==> config.mk <==
export PLATFORM = sky130hd
export DESIGN_NAME = adc_scan_sequencer
export DESIGN_NICKNAME = d
export VERILOG_FILES = /design/src/rtl/adc_scan_sequencer.sv
export SDC_FILE = /design/constraint.sdc
export NUM_CORES = 1
export LEC_CHECK = 0
export CAP_MARGIN = 5
export CORE_UTILIZATION = 48
export DETAILED_ROUTE_END_ITERATION = 8
export PLACE_DENSITY = 0.84
export SLEW_MARGIN = 15
export SYNTH_ARGS = -nofsm -noshare
export SYNTH_HDL_FRONTEND = slang
export SYNTH_SLANG_ARGS = --single-unit
==> constraint.sdc <==
create_clock -name clk -period 2.45 [get_ports clk]
set_input_delay 0.3675 -clock clk [delete_from_list [all_inputs] [get_ports clk]]
set_output_delay 0.3675 -clock clk [all_outputs]
set_load 0.05 [all_outputs]
==> src/rtl/adc_scan_sequencer.sv <==
// rtl/adc_scan_sequencer.sv - frame sequencer for an LTC2308-style serial ADC
module adc_scan_sequencer #(
    parameter int CLK_DIV       = 2,
    parameter int CONVST_CYCLES = 2,
    parameter int CONV_CYCLES   = 80,
    parameter int NUM_CH        = 8
) (
    input  logic        clk,
    input  logic        reset_n,
    input  logic        enable,
    input  logic        scan_mode,
    input  logic [2:0]  sw_chan,
    output logic [2:0]  chan_idx,
    input  logic [11:0] chansel,
    output logic        ADC_CONVST,
    output logic        ADC_SCLK,
    output logic        ADC_DIN,
    input  logic        ADC_DOUT,
    output logic [11:0] sample_data,
    output logic [2:0]  sample_chan,
    output logic        sample_valid,
    input  logic        sample_ready,
    output logic        busy,
    output logic        overrun
);

    typedef enum logic [2:0] {
        S_IDLE,
        S_CONVST,
        S_CONV_WAIT,
        S_SHIFT,
        S_DONE
    } state_e;

    state_e      state_q;
    logic [15:0] cnt_q;
    logic [15:0] div_q;
    logic [3:0]  bit_q;
    logic [11:0] cfg_q;
    logic [11:0] shift_q;
    logic [2:0]  chan_idx_q;
    logic [2:0]  cur_tag_q;
    logic [2:0]  prev_tag_q;
    logic        prime_q;
    logic        convst_q;
    logic        sclk_q;
    logic        din_q;
    logic [11:0] data_q;
    logic [2:0]  chan_q;
    logic        valid_q;
    logic        overrun_q;
    logic [2:0]  chan_next_d;

    always_comb begin
        chan_next_d = chan_idx_q + 3'd1;
        if (chan_idx_q == 3'(NUM_CH - 1)) begin
            chan_next_d = 3'd0;
        end
    end

    always_ff @(posedge clk or negedge reset_n) begin
        if (!reset_n) begin
            state_q    <= S_IDLE;
            cnt_q      <= '0;
            div_q      <= '0;
            bit_q      <= '0;
            cfg_q      <= '0;
            shift_q    <= '0;
            chan_idx_q <= '0;
            cur_tag_q  <= '0;
            prev_tag_q <= '0;
            prime_q    <= 1'b1;
            convst_q   <= 1'b0;
            sclk_q     <= 1'b0;
            din_q      <= 1'b0;
            data_q     <= '0;
            chan_q     <= '0;
            valid_q    <= 1'b0;
            overrun_q  <= 1'b0;
        end else begin
            overrun_q <= 1'b0;
            if (valid_q && sample_ready) begin
                valid_q <= 1'b0;
            end
            case (state_q)
                S_IDLE: begin
                    convst_q <= 1'b0;
                    sclk_q   <= 1'b0;
                    din_q    <= 1'b0;
                    prime_q  <= 1'b1;
                    if (enable) begin
                        state_q    <= S_CONVST;
                        convst_q   <= 1'b1;
                        cnt_q      <= '0;
                        chan_idx_q <= scan_mode ? 3'd0 : sw_chan;
                    end
                end
                S_CONVST: begin
                    if (cnt_q == 16'(CONVST_CYCLES - 1)) begin
                        state_q  <= S_CONV_WAIT;
                        convst_q <= 1'b0;
                        cnt_q    <= '0;
                    end else begin
                        cnt_q <= cnt_q + 16'd1;
                    end
                end
                S_CONV_WAIT: begin
                    if (cnt_q == 16'(CONV_CYCLES - 1)) begin
                        // config shifted now selects the mux for the next conversion
                        state_q   <= S_SHIFT;
                        cfg_q     <= chansel;
                        cur_tag_q <= chan_idx_q;
                        din_q     <= chansel[11];
                        div_q     <= '0;
                        bit_q     <= '0;
                    end else begin
                        cnt_q <= cnt_q + 16'd1;
                    end
                end
                S_SHIFT: begin
                    if (div_q == 16'(CLK_DIV - 1)) begin
                        div_q <= '0;
                        if (!sclk_q) begin
                            sclk_q  <= 1'b1;
                            shift_q <= {shift_q[10:0], ADC_DOUT};
                        end else begin
                            sclk_q <= 1'b0;
                            if (bit_q == 4'd11) begin
                                state_q <= S_DONE;
                                din_q   <= 1'b0;
                            end else begin
                                bit_q <= bit_q + 4'd1;
                                din_q <= cfg_q[4'd10 - bit_q];
                            end
                        end
                    end else begin
                        div_q <= div_q + 16'd1;
                    end
                end
                S_DONE: begin
                    prev_tag_q <= cur_tag_q;
                    chan_idx_q <= scan_mode ? chan_next_d : sw_chan;
                    if (!prime_q) begin
                        if (valid_q && !sample_ready) begin
                            overrun_q <= 1'b1;
                        end else begin
                            data_q  <= shift_q;
                            chan_q  <= prev_tag_q;
                            valid_q <= 1'b1;
                        end
                    end
                    if (enable) begin
                        state_q  <= S_CONVST;
                        convst_q <= 1'b1;
                        cnt_q    <= '0;
                        prime_q  <= 1'b0;
                    end else begin
                        state_q <= S_IDLE;
                        prime_q <= 1'b1;
                    end
                end
                default: begin
                    state_q <= S_IDLE;
                end
            endcase
        end
    end

    assign chan_idx     = chan_idx_q;
    assign ADC_CONVST   = convst_q;
    assign ADC_SCLK     = sclk_q;
    assign ADC_DIN      = din_q;
    assign sample_data  = data_q;
    assign sample_chan  = chan_q;
    assign sample_valid = valid_q;
    assign busy         = (state_q != S_IDLE);
    assign overrun      = overrun_q;

endmodule
==> results of run 1 <==
-- synth_stat cells, types with 3 or more instances --
cell type  count  share of area, %
nor2_1        21               1.7
clkbuf_1      17               1.4
or4_4          3              0.74
xor2_1         7               1.3
nor4_1         3              0.41
nor3_1        11               1.2
a211oi_1       4              0.66
and3_1         4              0.55
inv_1         13               1.1
or3_1         12               1.6
ha_1           7               1.9
dfrtp_1       92                51
xnor2_1        4              0.77
mux4_2         3               1.5
nand3_1       14               1.5
nand4_1       12               1.6
mux2_2        21               5.2
or4_1          3              0.49
o211ai_1       3              0.49
nand2_1       68               5.6
a31oi_1        4              0.55
o31ai_1        5              0.82
o21ai_0       38               4.2
a21oi_1       19               2.1
nand2b_1       5              0.69
mux2_4         9               3.0
and4_1         5              0.96
-- final cells by class --
cell class | count | area [um2] | share of cell area (%)
clock buffers | 9 | 124 | 2.26
clock inverters | 7 | 78.8 | 1.44
inverters | 13 | 48.8 | 0.891
multi-input cells | 317 | 2110 | 38.5
flip-flops and latches | 93 | 2330 | 42.5
well taps | 111 | 139 | 2.54
repair buffers | 70 | 651 | 11.9
-- registers in the layout, summed over array words and instances, names as in the netlist, 4 cells and up --
signal / count
cnt_q: 16
bit_q: 4
cfg_q: 12
shift_q: 12
div_q: 16
sample_data: 12
-- critical path: stages (launching register included) --
cell and delay (ns):
dfrtp_1 0.43, or4_4 0.59, or4_4 0.58, nor3_4 0.16
buf_12 0.18, mux2_2 0.33
-- placed cells by master, fill, tap and decap left out, types with 9 or more instances in the layout --
cell type,count
a21oi_1,19
buf_4,25
clkbuf_8,9
clkdlybuf4s50_1,42
dfrtp_1,92
inv_1,13
mux2_2,21
mux2_4,9
nand2_1,68
nand3_1,14
nand4_1,12
nor2_1,20
nor3_1,11
o21ai_0,37
or3_1,12
-- power groups by stage --
stage | clock network, mW | registers, mW | logic (mW)
CTS | 1.06 | 1.53 | 0.0718
detailed placement | 0 | 1.56 | 0.0700
floorplan | 0 | 1.56 | 0.00265
finish | 1.05 | 1.53 | 0.0694
global placement | 0 | 1.56 | 0.0691
global route | 1.14 | 1.53 | 0.0797
-- logic make-up after synthesis --
logic type / Yosys count / share of synthesized area [%]
muxes: 35 / 10.1
adders and majority gates: 7 / 1.92
DFF: 93 / 51.1
AOI/OAI and AO/OA: 88 / 11.5
and+or+nand+nor: 176 / 20.3
buffers and inverters: 32 / 2.97
xor gates and xnor gates: 11 / 2.12
-- timing repair --
action,in CTS,in global routing
setup buffers,0,4
hold buffers,1,0
endpoints found under the setup margin,0,12
gates resized for setup,0,6
endpoints found under the hold margin,20,0
-- per-stage QoR --
| stage | hold slack [ns] | cells |
|---|---|---|
| 4_1_cts | 0.475 | 616 |
| 2_1_floorplan | 0.0719 | 442 |
| 3_5_place_dp | 0.393 | 599 |
| 5_1_grt | 0.513 | 620 |
| 6_report | 0.471 | 620 |
| 3_3_place_gp | 0.384 | 599 |
-- per-layer routing --
layer / GRT usage (%) / vias up / wire [um]
li1: - / 1710 / -
met2: 36.4 / 94 / 5060
met3: 4.29 / 16 / 389
met1: 28.3 / 1783 / 4340
met4: 7.58 / 0 / 129
met5: 0 / - / 0
-- worst max path at each step --
stage | endpoint | slack [ns] | cells after the start
floorplan | shift_q[10] | 0.08 | 6
CTS | busy | 0.003 | 2
finish | shift_q[11] | 0.06 | 5
global route | shift_q[11] | -0.01 | 5
detailed placement | shift_q[1] | 0.1 | 5
global placement | shift_q[0] | 0.13 | 5
==> impl_metrics.toml, run 1 <==
[status]
status = "finished clean"

[synth]
ys.flop_type = "dfrtp_1"
synth_cells = 442
syn_avg_cell_area_um2 = 10.3
synth_edf_count = 0
synth_cell_type_count = 54
ys.warnings.count = 0
ys_seq_area_share_pct = 51.1
async_flop_share_pct = 100
syn_area_mm2 = 0.00455
ys_ff_latch = 93
synth.net_count = 470

[place]
portBuffers = 44
placed_area_mm2 = 0.00522
gp_congestion = 0.866
place_hpwl_um = 6850
pre_cts_ws_ns = 0.0976

[worst_setup_path]
critPathRequiredTime_ns = 2.72
rr_startpoint = "div_q[12]"
r2r_slack_ns = 0.06
arrival_ns = 2.66
r2r_cells = 5
cp_max_fo = 13
r2r-end = "shift_q[11]"
critPathCaptureType = "flop"
start_kind = "flop"
startpoint = "div_q[12]"
path_class = "flop to flop"

[power_and_ir_drop]
p_int_mw = 1.97
swShare_pct = 25.7
p_leak_nw = 2.39
irDropWorstVdd_mv = 0.263
power_mw = 2.65
p_sw_uw = 681
combinationalPowerShare_pct = 2.6
p_seq_share_pct = 57.9
pwr-share-clk_pct = 39.5
powerDensity_mw_per_mm2 = 484

[finish]
final_nets = 532
num_antenna_cells = 0
drive_above_1_share_pct = 17.3
stdcell_area_mm2 = 0.00548
area_growth_pct = 20.2
fillers = 748
utilization_pct = 59.6

[sta]
fmax_ghz = 0.419
relSlewSlack_pct = 58.6
min_period_ns = 2.39
worst_slack_ns = 0.0626
setup_violations = 0
hold_violations = 0
worst_pin_slew_ns = 0.619
fin_worst_skew_ns = 0.0118
report.final.slew_viol_count = 0
finalSetupTns_ns = 0
finalCritPeriodShare_pct = 97.4

[detailed_routing]
drt_iter0_markers = 191
wl_per_cell_um = 16.0
dr_total_vias = 3603
routed_wl_um = 9920
viasPerCell = 5.81
first_pass_iters = 5
drc = 0
ant_nets = 0

[clock_network]
cts.sinks = 93
cts_root_buf = "clkbuf_8"
clk_latency_ns = 0.38
cts_tree = "done"
clockBufferDepth = 2
clk_pin_slew_ns = 0.10
cts_made_buffers = 9
h-tree-depth = 3

[global_route]
grt_max_degree = 45
grt_pass1_vias = 3556
overflow = 0
grt_first_pass_wirelength_um = 16900
grtUsageTotal_pct = 21.7
antenna_found_initial = 0

[hold_path]
hold_class = "flop to flop"
hold_depth = 2
hold_end = "cfg_q[5]"
min_from = "cfg_q[5]"

[die]
coreArea_mm2 = 0.00920
start_util_pct = 49.5
fp.dieW_um = 99.4
num_rows = 35
ios = 45
die_h_um = 99.4
dieArea_mm2 = 0.00988

[flow_run]
maxCapViolCount = 0
Power figures use the tool's default switching activity.
==> run 2, diff against run 1 <==
Settings changed: CORE_UTILIZATION 48 to 51, PLACE_DENSITY 0.84 to 0.87, SETUP_SLACK_MARGIN from default to 0.15, SLEW_MARGIN 15 to default.
==> run 2 against run 1 <==
Cell count up 1.6%. Count of clock-buffer cells in the layout unchanged. Sequential cell count unchanged. Wire length up 2.7%. Critical path type unchanged. Register-to-register slack about the same. Die area down 5.8%. Non-clock buffer count up 13. Sequential power about the same.
==> impl_metrics.toml, run 2 (synthesis results as in run 1) <==
[sta]
finalCritPeriodShare_pct = 96.9
min_period_ns = 2.37
whs_ns = 0.000682
finalSetupTns_ns = 0
setup_violations = 0
worst_pin_slew_ns = 0.649
rsz0062_at_grt = "true"
worst_slack_ns = 0.0763
relSlewSlack_pct = 56.8
report.final.slew_viol_count = 0
fmax_ghz = 0.421
fin_worst_skew_ns = 0.0155
hold_violations = 0

[finish]
largest_registers = "cnt_q x16, div_q x16"
most-common-layout-cells = "91 x dfrtp_1, 68 x nand2_1, 42 x clkdlybuf4s50_1"
stdcell_area_mm2 = 0.00562
final_common_cell = "dfrtp_1"
num_antenna_cells = 0
drive_above_1_share_pct = 20.1
final_nets = 545
area_growth_pct = 23.4

[global_route]
antenna_found_initial = 0
grt_max_degree = 54
grt_pass1_vias = 3541
overflow = 0
grt_first_pass_wirelength_um = 17000
grtUsageTotal_pct = 23.7

[clock_network]
cts_tree = "done"
cts_made_buffers = 9
clk_latency_ns = 0.37
clockBufferDepth = 2
clk_pin_slew_ns = 0.11
cts_root_buf = "clkbuf_8"
cts.sinks = 93
ctsHoldBuffers = 0
h-tree-depth = 3

[detailed_routing]
first_pass_iters = 5
viasPerCell = 5.90
drc = 0
wl_per_cell_um = 16.2
dr_total_vias = 3714
drt_iter0_markers = 234
routed_wl_um = 10200
ant_nets = 0

[worst_setup_path]
arrival_ns = 2.63
critPathCaptureType = "flop"
rr_startpoint = "div_q[10]"
r2r_slack_ns = 0.08
path_class = "flop to flop"
cp_max_fo = 7
start_kind = "flop"
r2r-end = "shift_q[10]"
r2r_cells = 6
critPathRequiredTime_ns = 2.71

[hold_path]
hold_class = "primary input to asynchronous set/reset pin"

[power_and_ir_drop]
p_leak_nw = 2.48
powerDensity_mw_per_mm2 = 481
irDropWorstVdd_mv = 0.230

[die]
ios = 45
start_util_pct = 52.5
die_h_um = 96.5
coreArea_mm2 = 0.00868
num_rows = 34
dieArea_mm2 = 0.00931
fp.dieW_um = 96.5

[place]
place_hpwl_um = 6760
gp_congestion = 0.917
pre_cts_ws_ns = 0.0629
portBuffers = 44
placed_area_mm2 = 0.00523

[flow_run]
maxCapViolCount = 0

[status]
status = "finished clean"
==> run 2: changes by cell type in the layout (fill, tap and decap cells not counted), sizes merged <==
cell,delta
dlymetal6s2s,-1
inv,+1
dlygate4sd2,+1
clkinvlp,-1
bufinv,+1
buf,+14
clkinv,-1
dlygate4sd3,-1
==> run 2: through the flow <==
stage	power [mW]	utilization [%]	instances
4_1_cts	2.72	64.0	624
3_5_place_dp	1.63	60.2	598
3_3_place_gp	1.63	60.2	598
5_1_grt	2.81	64.7	630
2_1_floorplan	1.57	-	442
6_report	2.70	64.7	630
==> run 2: what timing repair did <==
| action | CTS | global route |
|---|---|---|
| cloned | 1 | 0 |
| endpoints found under the hold margin | 0 | 0 |
| buffers inserted | 9 | 6 |
| endpoints found under the setup margin | 15 | 51 |
| pin swaps | 4 | 2 |
| gates resized for setup | 9 | 4 |
==> run 2: cell type report <==
type | instances | area [um2]
Fill cell | 648 | 3060
Timing Repair Buffer | 83 | 769
Multi-Input combinational cell | 317 | 2120
Inverter | 13 | 48.8
Clock buffer | 9 | 124
Clock inverter | 7 | 91.3
Sequential cell | 93 | 2330
Tap cell | 108 | 135
==> run 2: worst max-delay path, cell delays in order, from the launching register on <==
cell	delay [ns]
dfrtp_1	0.39
or4_4	0.55
or4_4	0.57
nor3_4	0.19
buf_6	0.14
buf_12	0.12
mux2_4	0.30
==> run 2: where the power goes <==
part                   switching, mW  internal, mW  leakage [nW]  total, mW
combinational                 0.0363        0.0324          1.17     0.0687
clock                          0.601         0.498         0.106       1.10
sequential     0.0000000000000000415          1.53          1.20       1.53
total                          0.637          2.06          2.48       2.70
==> run 2: routing by layer <==
layer	track usage, %	part of all wire, %
met5	0	0
met4	6.37	1.2
met3	4.69	4.9
met2	38.8	50
met1	32.3	44
==> run 2: worst max path at each step <==
stage	startpoint	to	slack, ns	cells past startpoint
after floorplan	div_q[7]	shift_q[10]	0.08	5
after global placement	div_q[13]	shift_q[0]	0.11	5
after detailed placement	div_q[13]	shift_q[11]	0.06	5
after CTS	div_q[9]	shift_q[6]	0.11	6
after global routing	div_q[10]	shift_q[10]	0.03	6
final	div_q[10]	shift_q[10]	0.08	6
==> run 3, diff against run 2 <==
Settings changed: CAP_MARGIN 5 to default, CORE_ASPECT_RATIO from default to 1.75.
==> run 3 against run 2 <==
Worst hold slack better by 0.46 ns. Via count is 1.9% higher. Non-clock buffer count is 5 lower.
==> impl_metrics.toml, run 3 (synthesis results as in run 1) <==
[status]
status = "finished clean"

[place]
gp_congestion = 0.870
place_hpwl_um = 7090
portBuffers = 44

[worst_setup_path]
r2r-end = "shift_q[4]"
critPathCaptureType = "flop"
cp_max_fo = 7
worstSetupEndpoint = "shift_q[4]"
rr_startpoint = "div_q[4]"
r2r_slack_ns = 0.11
start_kind = "flop"
critPathRequiredTime_ns = 2.68
path_class = "flop to flop"
arrival_ns = 2.57
startpoint = "div_q[4]"
r2r_cells = 6

[sta]
hold_violations = 0
rsz0062_at_grt = "true"
finalCritPeriodShare_pct = 95.6
min_period_ns = 2.34
worst_pin_slew_ns = 0.644
setup_violations = 0
fin_worst_skew_ns = 0.00750
report.final.slew_viol_count = 0
finalSetupTns_ns = 0
fmax_ghz = 0.427
relSlewSlack_pct = 57.0

[clock_network]
cts_root_buf = "clkbuf_16"
clk_pin_slew_ns = 0.06
clk_latency_ns = 0.35
clockBufferDepth = 2
cts_made_buffers = 9
h-tree-depth = 3
cts.sinks = 93
cts_tree = "done"

[global_route]
grt_first_pass_wirelength_um = 17400
grt_pass1_vias = 3739
antenna_found_initial = 0
grt_max_degree = 66
grt_util_met1_pct = 27.8
use_met3_pct = 4.73
busiest_layer = "met2"
grtUsageTotal_pct = 24.4
grt_util_met2_pct = 42.6
overflow = 0

[flow_run]
maxCapViolCount = 0

[finish]
area_growth_pct = 25.8
multi_input_comb_area_mm2 = 0.00215
seq_area_mm2 = 0.00233
fillers = 647
drive_above_1_share_pct = 19.3
final_nets = 540
final_common_cell = "dfrtp_1"
num_antenna_cells = 0
largest_registers = "cnt_q x16, div_q x16"
most-common-layout-cells = "92 x dfrtp_1, 68 x nand2_1, 42 x clkdlybuf4s50_1"
utilization_pct = 66.1

[detailed_routing]
dr_total_vias = 3783
routed_wl_um = 10700
viasPerCell = 5.97
ant_nets = 0
drc = 0
first_pass_iters = 6
drt_iter0_markers = 269
wl_per_cell_um = 16.8

[die]
ios = 45
fp.dieW_um = 73.4
num_rows = 45
die_h_um = 127
coreArea_mm2 = 0.00867
start_util_pct = 52.5
dieArea_mm2 = 0.00933

[power_and_ir_drop]
irDropWorstVdd_mv = 0.411
powerDensity_mw_per_mm2 = 528
power_mw = 3.02
p_leak_nw = 2.51

[hold_path]
hold_class = "flop to flop"
[run 3: worst min path at each step]
stage | slack, ns | cells past startpoint | end | startpoint
6_report | 0.46 | 2 | cur_tag_q[1] | cur_tag_q[1]
5_1_grt | 0.49 | 2 | cfg_q[0] | cfg_q[0]
4_1_cts | 0.47 | 2 | cur_tag_q[1] | cur_tag_q[1]
3_5_place_dp | 0.32 | 1 | cnt_q[3] | reset_n
3_3_place_gp | 0.31 | 1 | cnt_q[3] | reset_n
2_1_floorplan | 0.07 | 0 | ADC_CONVST | reset_n
[run 3: layout make-up]
class / count / area share (%)
Multi-Input combinational cell: 317 / 37.6
Clock inverter: 4 / 0.983
Timing Repair Buffer: 78 / 13.1
Clock buffer: 12 / 4.30
Sequential cell: 93 / 40.6
Inverter: 13 / 0.852
Tap cell: 117 / 2.56
[run 3: critical path, cell delays in order (launching register included)]
cell and delay, ns:
dfrtp_1 0.38, or4_4 0.55, or4_4 0.59, nor3_4 0.17
buf_6 0.13, buf_12 0.12, mux2_4 0.29
[run 3: power breakdown]
| part | internal [mW] | total (mW) | switching, mW |
|---|---|---|---|
| Sequential | 1.54 | 1.54 | 0.0000000000000000502 |
| Combinational | 0.0347 | 0.0716 | 0.0369 |
| Clock | 0.827 | 1.42 | 0.591 |
| Total | 2.40 | 3.02 | 0.628 |
[run 3: routing by layer]
metal  share of wire [%]  vias up
met5                   0        -
met4                 3.8        0
met3                 4.6       42
met2                  54      142
met1                  37     1869
li1                    -     1730
[run 3: stage by stage]
step                area (um2)  hold slack [ns]  std cells  worst slack, ns
CTS                       5610            0.467        628           0.0649
detailed placement        5240            0.318        606           0.0616
finish                    5730            0.461        634            0.108
global placement          5240            0.310        606            0.106
global route              5730            0.493        634           0.0399
floorplan                 4550           0.0719        442           0.0836
[run 3: what timing repair did]
| action | in CTS | in global routing |
|---|---|---|
| hold buffers | 1 | 0 |
| hold endpoints to repair | 28 | 0 |
| pin swaps | 0 | 7 |
| cloned | 1 | 0 |
| endpoints found under the setup margin | 16 | 26 |
| gates resized for setup | 2 | 18 |
| buffers inserted | 4 | 6 |
